`src/rtl/axil_led_bank.sv`:
```
// AXI4-Lite register slave: build-ID readback plus a bank of LED channels, each
// driven by a per-channel blinker or a selectable external source, with a DFX quiesce port.
module axil_led_bank #(
  parameter int NUM_CH     = 2,
  parameter int NUM_SRC    = 3,
  parameter int CNT_W      = 27,
  parameter int ADDR_WIDTH = 7
) (
  input  logic                      clk100,
  input  logic                      rstn,
  input  logic [63:0]               git_hash,
  input  logic [31:0]               timestamp,
  input  logic [NUM_CH*NUM_SRC-1:0] led_src_i,
  output logic [NUM_CH-1:0]         led_o,
  input  logic                      shutdown_req_i,
  output logic                      in_shutdown_o,
  input  logic [ADDR_WIDTH-1:0]     s_axi_awaddr,
  input  logic [2:0]                s_axi_awprot,
  input  logic                      s_axi_awvalid,
  output logic                      s_axi_awready,
  input  logic [31:0]               s_axi_wdata,
  input  logic [3:0]                s_axi_wstrb,
  input  logic                      s_axi_wvalid,
  output logic                      s_axi_wready,
  output logic [1:0]                s_axi_bresp,
  output logic                      s_axi_bvalid,
  input  logic                      s_axi_bready,
  input  logic [ADDR_WIDTH-1:0]     s_axi_araddr,
  input  logic [2:0]                s_axi_arprot,
  input  logic                      s_axi_arvalid,
  output logic                      s_axi_arready,
  output logic [31:0]               s_axi_rdata,
  output logic [1:0]                s_axi_rresp,
  output logic                      s_axi_rvalid,
  input  logic                      s_axi_rready
);

  localparam logic [31:0] CFG_MASK = 32'h801F_000F;
  localparam int unsigned CMAX     = CNT_W - 1;

  typedef enum logic [1:0] {RUN, DRAIN, QUIET} state_t;

  state_t           state, state_d;
  logic             quiescing, drained;
  logic             wr_hs, rd_hs, wr_mapped, rd_err;
  logic [4:0]       wr_idx, rd_idx;
  logic [31:0]      rd_val;
  logic [31:0]      scratch, scratch_d;
  logic [31:0]      cfg   [NUM_CH];
  logic [31:0]      cfg_d [NUM_CH];
  logic [CNT_W-1:0] cnt   [NUM_CH];
  logic [CNT_W-1:0] cnt_d [NUM_CH];
  logic [NUM_CH-1:0] led_d;
  logic             unused_ok;

  assign unused_ok = ^{s_axi_awprot, s_axi_arprot, s_axi_awaddr, s_axi_araddr};

  // The request cycle itself already blocks new handshakes, so nothing can be
  // accepted in the cycle the FSM decides it is drained.
  assign quiescing     = (state != RUN) || shutdown_req_i;
  assign wr_hs         = s_axi_awvalid && s_axi_wvalid && !s_axi_bvalid && !quiescing;
  assign rd_hs         = s_axi_arvalid && !s_axi_rvalid && !quiescing;
  assign s_axi_awready = wr_hs;
  assign s_axi_wready  = wr_hs;
  assign s_axi_arready = rd_hs;
  assign wr_idx        = s_axi_awaddr[6:2];
  assign rd_idx        = s_axi_araddr[6:2];
  assign in_shutdown_o = (state == QUIET);

  function automatic logic [31:0] merge(input logic [31:0] old, input logic [31:0] wd,
                                        input logic [3:0] strb, input logic [31:0] mask);
    logic [31:0] r;
    r = old;
    for (int unsigned b = 0; b < 4; b++)
      if (strb[b]) r[8*b +: 8] = wd[8*b +: 8];
    return r & mask;
  endfunction

  always_comb begin
    scratch_d = scratch;
    wr_mapped = 1'b0;
    for (int unsigned n = 0; n < NUM_CH; n++) begin
      cfg_d[n] = cfg[n];
      cnt_d[n] = cnt[n] + CNT_W'(1);
    end
    if (wr_idx == 5'd4) begin
      wr_mapped = 1'b1;
      if (wr_hs) scratch_d = merge(scratch, s_axi_wdata, s_axi_wstrb, '1);
    end
    for (int unsigned n = 0; n < NUM_CH; n++) begin
      if (32'(wr_idx) == 8 + n) begin
        wr_mapped = 1'b1;
        if (wr_hs) begin
          cfg_d[n] = merge(cfg[n], s_axi_wdata, s_axi_wstrb, CFG_MASK);
          cnt_d[n] = '0;
        end
      end
    end
  end

  // LED register is loaded from next-cycle config and counter so the output
  // tracks a config write from the very cycle it becomes visible.
  always_comb begin
    logic [3:0]  sel;
    int unsigned div, idx;
    logic        b;
    led_d = '0;
    for (int unsigned n = 0; n < NUM_CH; n++) begin
      sel = cfg_d[n][3:0];
      div = 32'(cfg_d[n][20:16]);
      if (div > CMAX) div = CMAX;
      idx = CMAX - div;
      b   = 1'b0;
      if (sel == 4'd0) begin
        for (int unsigned i = 0; i < CNT_W; i++)
          if (i == idx) b = cnt_d[n][i];
      end else begin
        for (int unsigned s = 0; s < NUM_SRC; s++)
          if (32'(sel) == s + 1) b = led_src_i[n*NUM_SRC + s];
      end
      led_d[n] = b ^ cfg_d[n][31];
    end
  end

  always_comb begin
    rd_val = '0;
    rd_err = 1'b0;
    case (rd_idx)
      5'd0: rd_val = git_hash[31:0];
      5'd1: rd_val = git_hash[63:32];
      5'd2: rd_val = timestamp;
      5'd3: begin
        rd_val[0]          = in_shutdown_o;
        rd_val[8 +: NUM_CH] = led_o;
      end
      5'd4: rd_val = scratch;
      default: rd_err = 1'b1;
    endcase
    for (int unsigned n = 0; n < NUM_CH; n++) begin
      if (32'(rd_idx) == 8 + n) begin
        rd_val = cfg[n];
        rd_err = 1'b0;
      end
    end
  end

  // A response retiring this cycle counts as drained, so QUIET follows the last
  // B/R handshake by one cycle.
  always_comb begin
    drained = (!s_axi_bvalid || s_axi_bready) && (!s_axi_rvalid || s_axi_rready);
    state_d = state;
    case (state)
      RUN:     if (shutdown_req_i) state_d = drained ? QUIET : DRAIN;
      DRAIN:   if (!shutdown_req_i) state_d = RUN;
               else if (drained)    state_d = QUIET;
      QUIET:   if (!shutdown_req_i) state_d = RUN;
      default: state_d = RUN;
    endcase
  end

  always_ff @(posedge clk100 or negedge rstn) begin
    if (!rstn) begin
      state        <= RUN;
      scratch      <= '0;
      led_o        <= '0;
      s_axi_bvalid <= 1'b0;
      s_axi_bresp  <= '0;
      s_axi_rvalid <= 1'b0;
      s_axi_rresp  <= '0;
      s_axi_rdata  <= '0;
      for (int unsigned n = 0; n < NUM_CH; n++) begin
        cfg[n] <= '0;
        cnt[n] <= '0;
      end
    end else begin
      state   <= state_d;
      scratch <= scratch_d;
      led_o   <= led_d;
      for (int unsigned n = 0; n < NUM_CH; n++) begin
        cfg[n] <= cfg_d[n];
        cnt[n] <= cnt_d[n];
      end
      if (wr_hs) begin
        s_axi_bvalid <= 1'b1;
        s_axi_bresp  <= wr_mapped ? 2'b00 : 2'b10;
      end else if (s_axi_bready) begin
        s_axi_bvalid <= 1'b0;
      end
      if (rd_hs) begin
        s_axi_rvalid <= 1'b1;
        s_axi_rdata  <= rd_val;
        s_axi_rresp  <= rd_err ? 2'b10 : 2'b00;
      end else if (s_axi_rready) begin
        s_axi_rvalid <= 1'b0;
      end
    end
  end

endmodule

```
`config.mk`:
```
export PLATFORM = sky130hd
export DESIGN_NAME = axil_led_bank
export DESIGN_NICKNAME = d
export VERILOG_FILES = /design/src/rtl/axil_led_bank.sv
export SDC_FILE = /design/constraint.sdc
export NUM_CORES = 1
export LEC_CHECK = 0
export BUFFER_PORTS_ARGS = -buffer_cell sky130_fd_sc_hd__buf_2
export CAP_MARGIN = 20
export CORE_MARGIN = 5
export CORE_UTILIZATION = 55
export CTS_CLUSTER_SIZE = 25
export DETAILED_ROUTE_END_ITERATION = 7
export PLACE_DENSITY = 0.82
export SYNTH_ARGS = -nofsm -noshare
export SYNTH_HDL_FRONTEND = slang
export SYNTH_SLANG_ARGS = --single-unit
```
`constraint.sdc`:
```
create_clock -name clk100 -period 6.4 [get_ports clk100]
set_clock_uncertainty 0.05 [all_clocks]
set_input_delay 0.96 -clock clk100 [delete_from_list [all_inputs] [get_ports clk100]]
set_output_delay 0.96 -clock clk100 [all_outputs]
set_load 0.05 [all_outputs]
```
==> results.py <==
metrics = {
    "outcome": {
        "status": "finished clean",
    },
    "worst_setup_path": {
        "cp_data_required_time_ns": 6.67,
        "cp-start-kind": "input pin",
        "cp.arrival_ns": 4.98,
        "endpoint_kind": "flop",
        "r2r_start": "s_axi_bvalid$_DFFE_PN0P_",
        "crit_path_top_delay_cell": "nor4_4",
        "cp-startpoint": "shutdown_req_i",
        "cp_cell_sequence": "buf_2 > or4b_4 > nor4_4 > mux2_2 > ha_1 > nor2b_1 > nand3_1 > or4_1 > o21ai_0 > o32ai_1 > a221oi_2 > mux2i_1 > nor2_1",
        "worstSetupPathType": "input pin to flop",
        "worst-path-buf-inv": 1,
        "max_stage_delay_ns": 0.76,
        "worstPathMaxFanout": 12,
        "path_delay_family": "simple AND/OR/NAND/NOR gates",
    },
    "cts": {
        "holdBufCountCts": 0,
        "path_clk_slew_ns": 0.06,
        "numCtsBuffers": 17,
        "postCtsSetupBuffers": 0,
        "clock-sinks": 146,
        "clk_latency_ns": 0.43,
        "htree_num_levels": 4,
        "clockBufferDepth": 2,
        "cts_tree": "yes",
        "cts_root_buf": "clkbuf_16",
        "cts_resized": 0,
    },
    "placed_design": {
        "io_buffers": 197,
        "dpl.hpwl_mm": 19.6,
        "placed_cells": 1319,
        "post_dp_cell_area_um2": 9920,
        "place_ws_ns": 1.33,
        "gp_congestion": 1.00,
    },
    "pwr": {
        "swShare_pct": 30.3,
        "total_power_mw": 2.67,
        "p_int_mw": 1.86,
        "seq_power_share_pct": 42.5,
        "ir_drop_mv": 0.204,
        "pwr-share-clk_pct": 39.8,
        "leakage_nw": 4.91,
        "p_sw_uw": 811,
        "p_per_area_nw_per_um2": 253,
        "comb_power_share_pct": 17.8,
    },
    "detailed_routing": {
        "detail_route.drc_violations": 0,
        "via_count": 8588,
        "first_pass_iters": 7,
        "drt_iter0_markers": 935,
        "ant_nets": 0,
        "avgRoutedWirePerCell_um": 20.3,
        "vias_per_cell": 6.36,
        "postRouteWirelength_mm": 27.4,
    },
    "timing": {
        "worstMarginPinSlew_ns": 1.02,
        "period_minus_slack_ns": 4.71,
        "grt_setup_unrepaired": "false",
        "finalSetupTns_ns": 0,
        "hold_viol_final": 0,
        "finalSetupViolCount": 0,
        "relSlewSlack_pct": 32.3,
        "setup_ws_ns": 1.69,
        "drv_slew": 0,
        "min_period_over_period_pct": 73.6,
        "whs_ns": 0.421,
        "fmax_ghz": 0.212,
    },
    "floorplanning": {
        "start_util_pct": 55.6,
        "die_h_um": 136,
        "fp.dieArea_um2": 18600,
        "ios": 210,
        "rows": 46,
        "die_w_um": 136,
        "coreArea_um2": 15800,
    },
    "yosys": {
        "seq_area_frac_synth_pct": 41.7,
        "syn_avg_cell_area_um2": 9.27,
        "synthArstFlopShare_pct": 100,
        "yosys_most_used_dff": "dfrtp_1",
        "yosysWarnings": 0,
        "netlist_area_um2": 8770,
        "synth_edf_count": 0,
        "netlist_instances": 946,
        "synth-seq-cells": 146,
        "ys_types": 73,
    },
    "grt": {
        "grt_pass1_vias": 8526,
        "busiest_layer": "met2",
        "grt_overflow_total": 0,
        "gr-usage-all-layers_pct": 30.1,
        "grt_max_degree": 102,
        "use_met3_pct": 7.11,
        "grt_pass1_wl_mm": 43.7,
        "antenna_found_initial": 1,
        "use_met1_pct": 38.8,
        "grt_util_met2_pct": 49.0,
    },
    "cells_and_area": {
        "nNetsFinal": 1292,
        "layout_commonest_cell": "buf_2",
        "final_area_um2": 10500,
        "final_cell_mix": "buf_2 (196), dfrtp_1 (146), nand2_1 (104)",
        "syn_to_final_growth_pct": 20.2,
        "utilization_pct": 66.9,
        "layout-drive-gt1-share_pct": 27.9,
        "finish.cell_count_without_fillers": 1351,
    },
    "hold_path": {
        "min_from": "s_axi_rdata[6]$_DFFE_PN0P_",
        "hold_path_class": "flop to flop",
    },
    "flow_run": {
        "drv_cap": 0,
    },
}
-- power by group through the flow --
| stage | Sequential (mW) | Combinational (mW) | Clock [mW] |
|---|---|---|---|
| floorplan | 1.17 | 0.258 | 0 |
| global placement | 1.14 | 0.454 | 0 |
| detailed placement | 1.14 | 0.465 | 0 |
| CTS | 1.13 | 0.470 | 1.07 |
| global route | 1.15 | 0.521 | 1.11 |
| finish | 1.14 | 0.475 | 1.06 |
-- worst register-to-register path, stage by stage, from the launching register on --
cell	delay (ns)
dfrtp_1	0.42
or4b_4	0.58
nor4_4	0.75
mux2_2	0.42
ha_1	0.30
nor2b_1	0.33
nand3_1	0.19
or4_1	0.42
o21ai_0	0.15
o32ai_1	0.16
a221oi_2	0.32
mux2i_1	0.22
nor2_1	0.06
-- layout make-up --
cell class	count	area, um2
timing repair buffer	212	1100
clock buffer	19	443
fill	1261	5230
inverter	23	86.3
antenna	1	2.50
sequential	146	3650
tap	216	270
multi-input combinational	722	4800
clock inverter	12	181
-- flip-flops by register name, indices dropped and copies added, names as in the netlist --
register and flops:
cfg 20, state 2, s_axi_rvalid 1, cnt 54
scratch 32, s_axi_bresp 1, led_o 2, s_axi_rdata 32
s_axi_bvalid 1, s_axi_rresp 1
-- cell usage after synthesis, drive strengths merged, types with 11 or more instances --
cell	number	area [um2]
a222oi	32	320
a221oi	12	111
nand3	39	195
nand2	104	390
dfrtp	146	3650
xnor2	26	228
nor4	13	96.3
buf	16	87.6
nand4	18	113
a21boi	21	158
mux2	48	548
a21oi	33	165
inv	23	86.3
mux2i	31	327
nor3	26	130
clkbuf	40	150
xor2	11	96.3
nor2	75	282
o21ai	60	304
or3	12	75.1
nand2b	12	75.1
or4	13	97.6
-- worst paths after layout --
| path | to | slack, ns | depth (start not counted) |
|---|---|---|---|
| setup / recovery | led_o[1]$_DFF_PN0_ | 1.69 | 13 |
| min in group asynchronous | s_axi_rdata[11]$_DFFE_PN0P_ | 0.58 | 1 |
| hold / removal | s_axi_rdata[6]$_DFFE_PN0P_ | 0.42 | 2 |
| hold reg to reg | s_axi_rdata[6]$_DFFE_PN0P_ | 0.42 | 2 |
| max in group asynchronous | cnt[1]$_DFF_PN0_ | 4.53 | 2 |
| setup reg to reg | led_o[1]$_DFF_PN0_ | 1.93 | 12 |
-- cells by family after synthesis --
logic type | synth area share (%)
simple gates | 21.2
compound gates | 19.2
flops | 41.7
mux | 9.97
buf+inv | 3.70
xor+xnor | 3.70
fa+ha+maj | 0.571
other cells | 0.0428
-- per-layer routing --
metal  part of all wire [%]  routed length (um)
met2                     49               13300
met3                    8.7                2390
met4                    3.0                 826
met1                     40               10900
met5                      0                   0
Power figures use the tool's default switching activity.
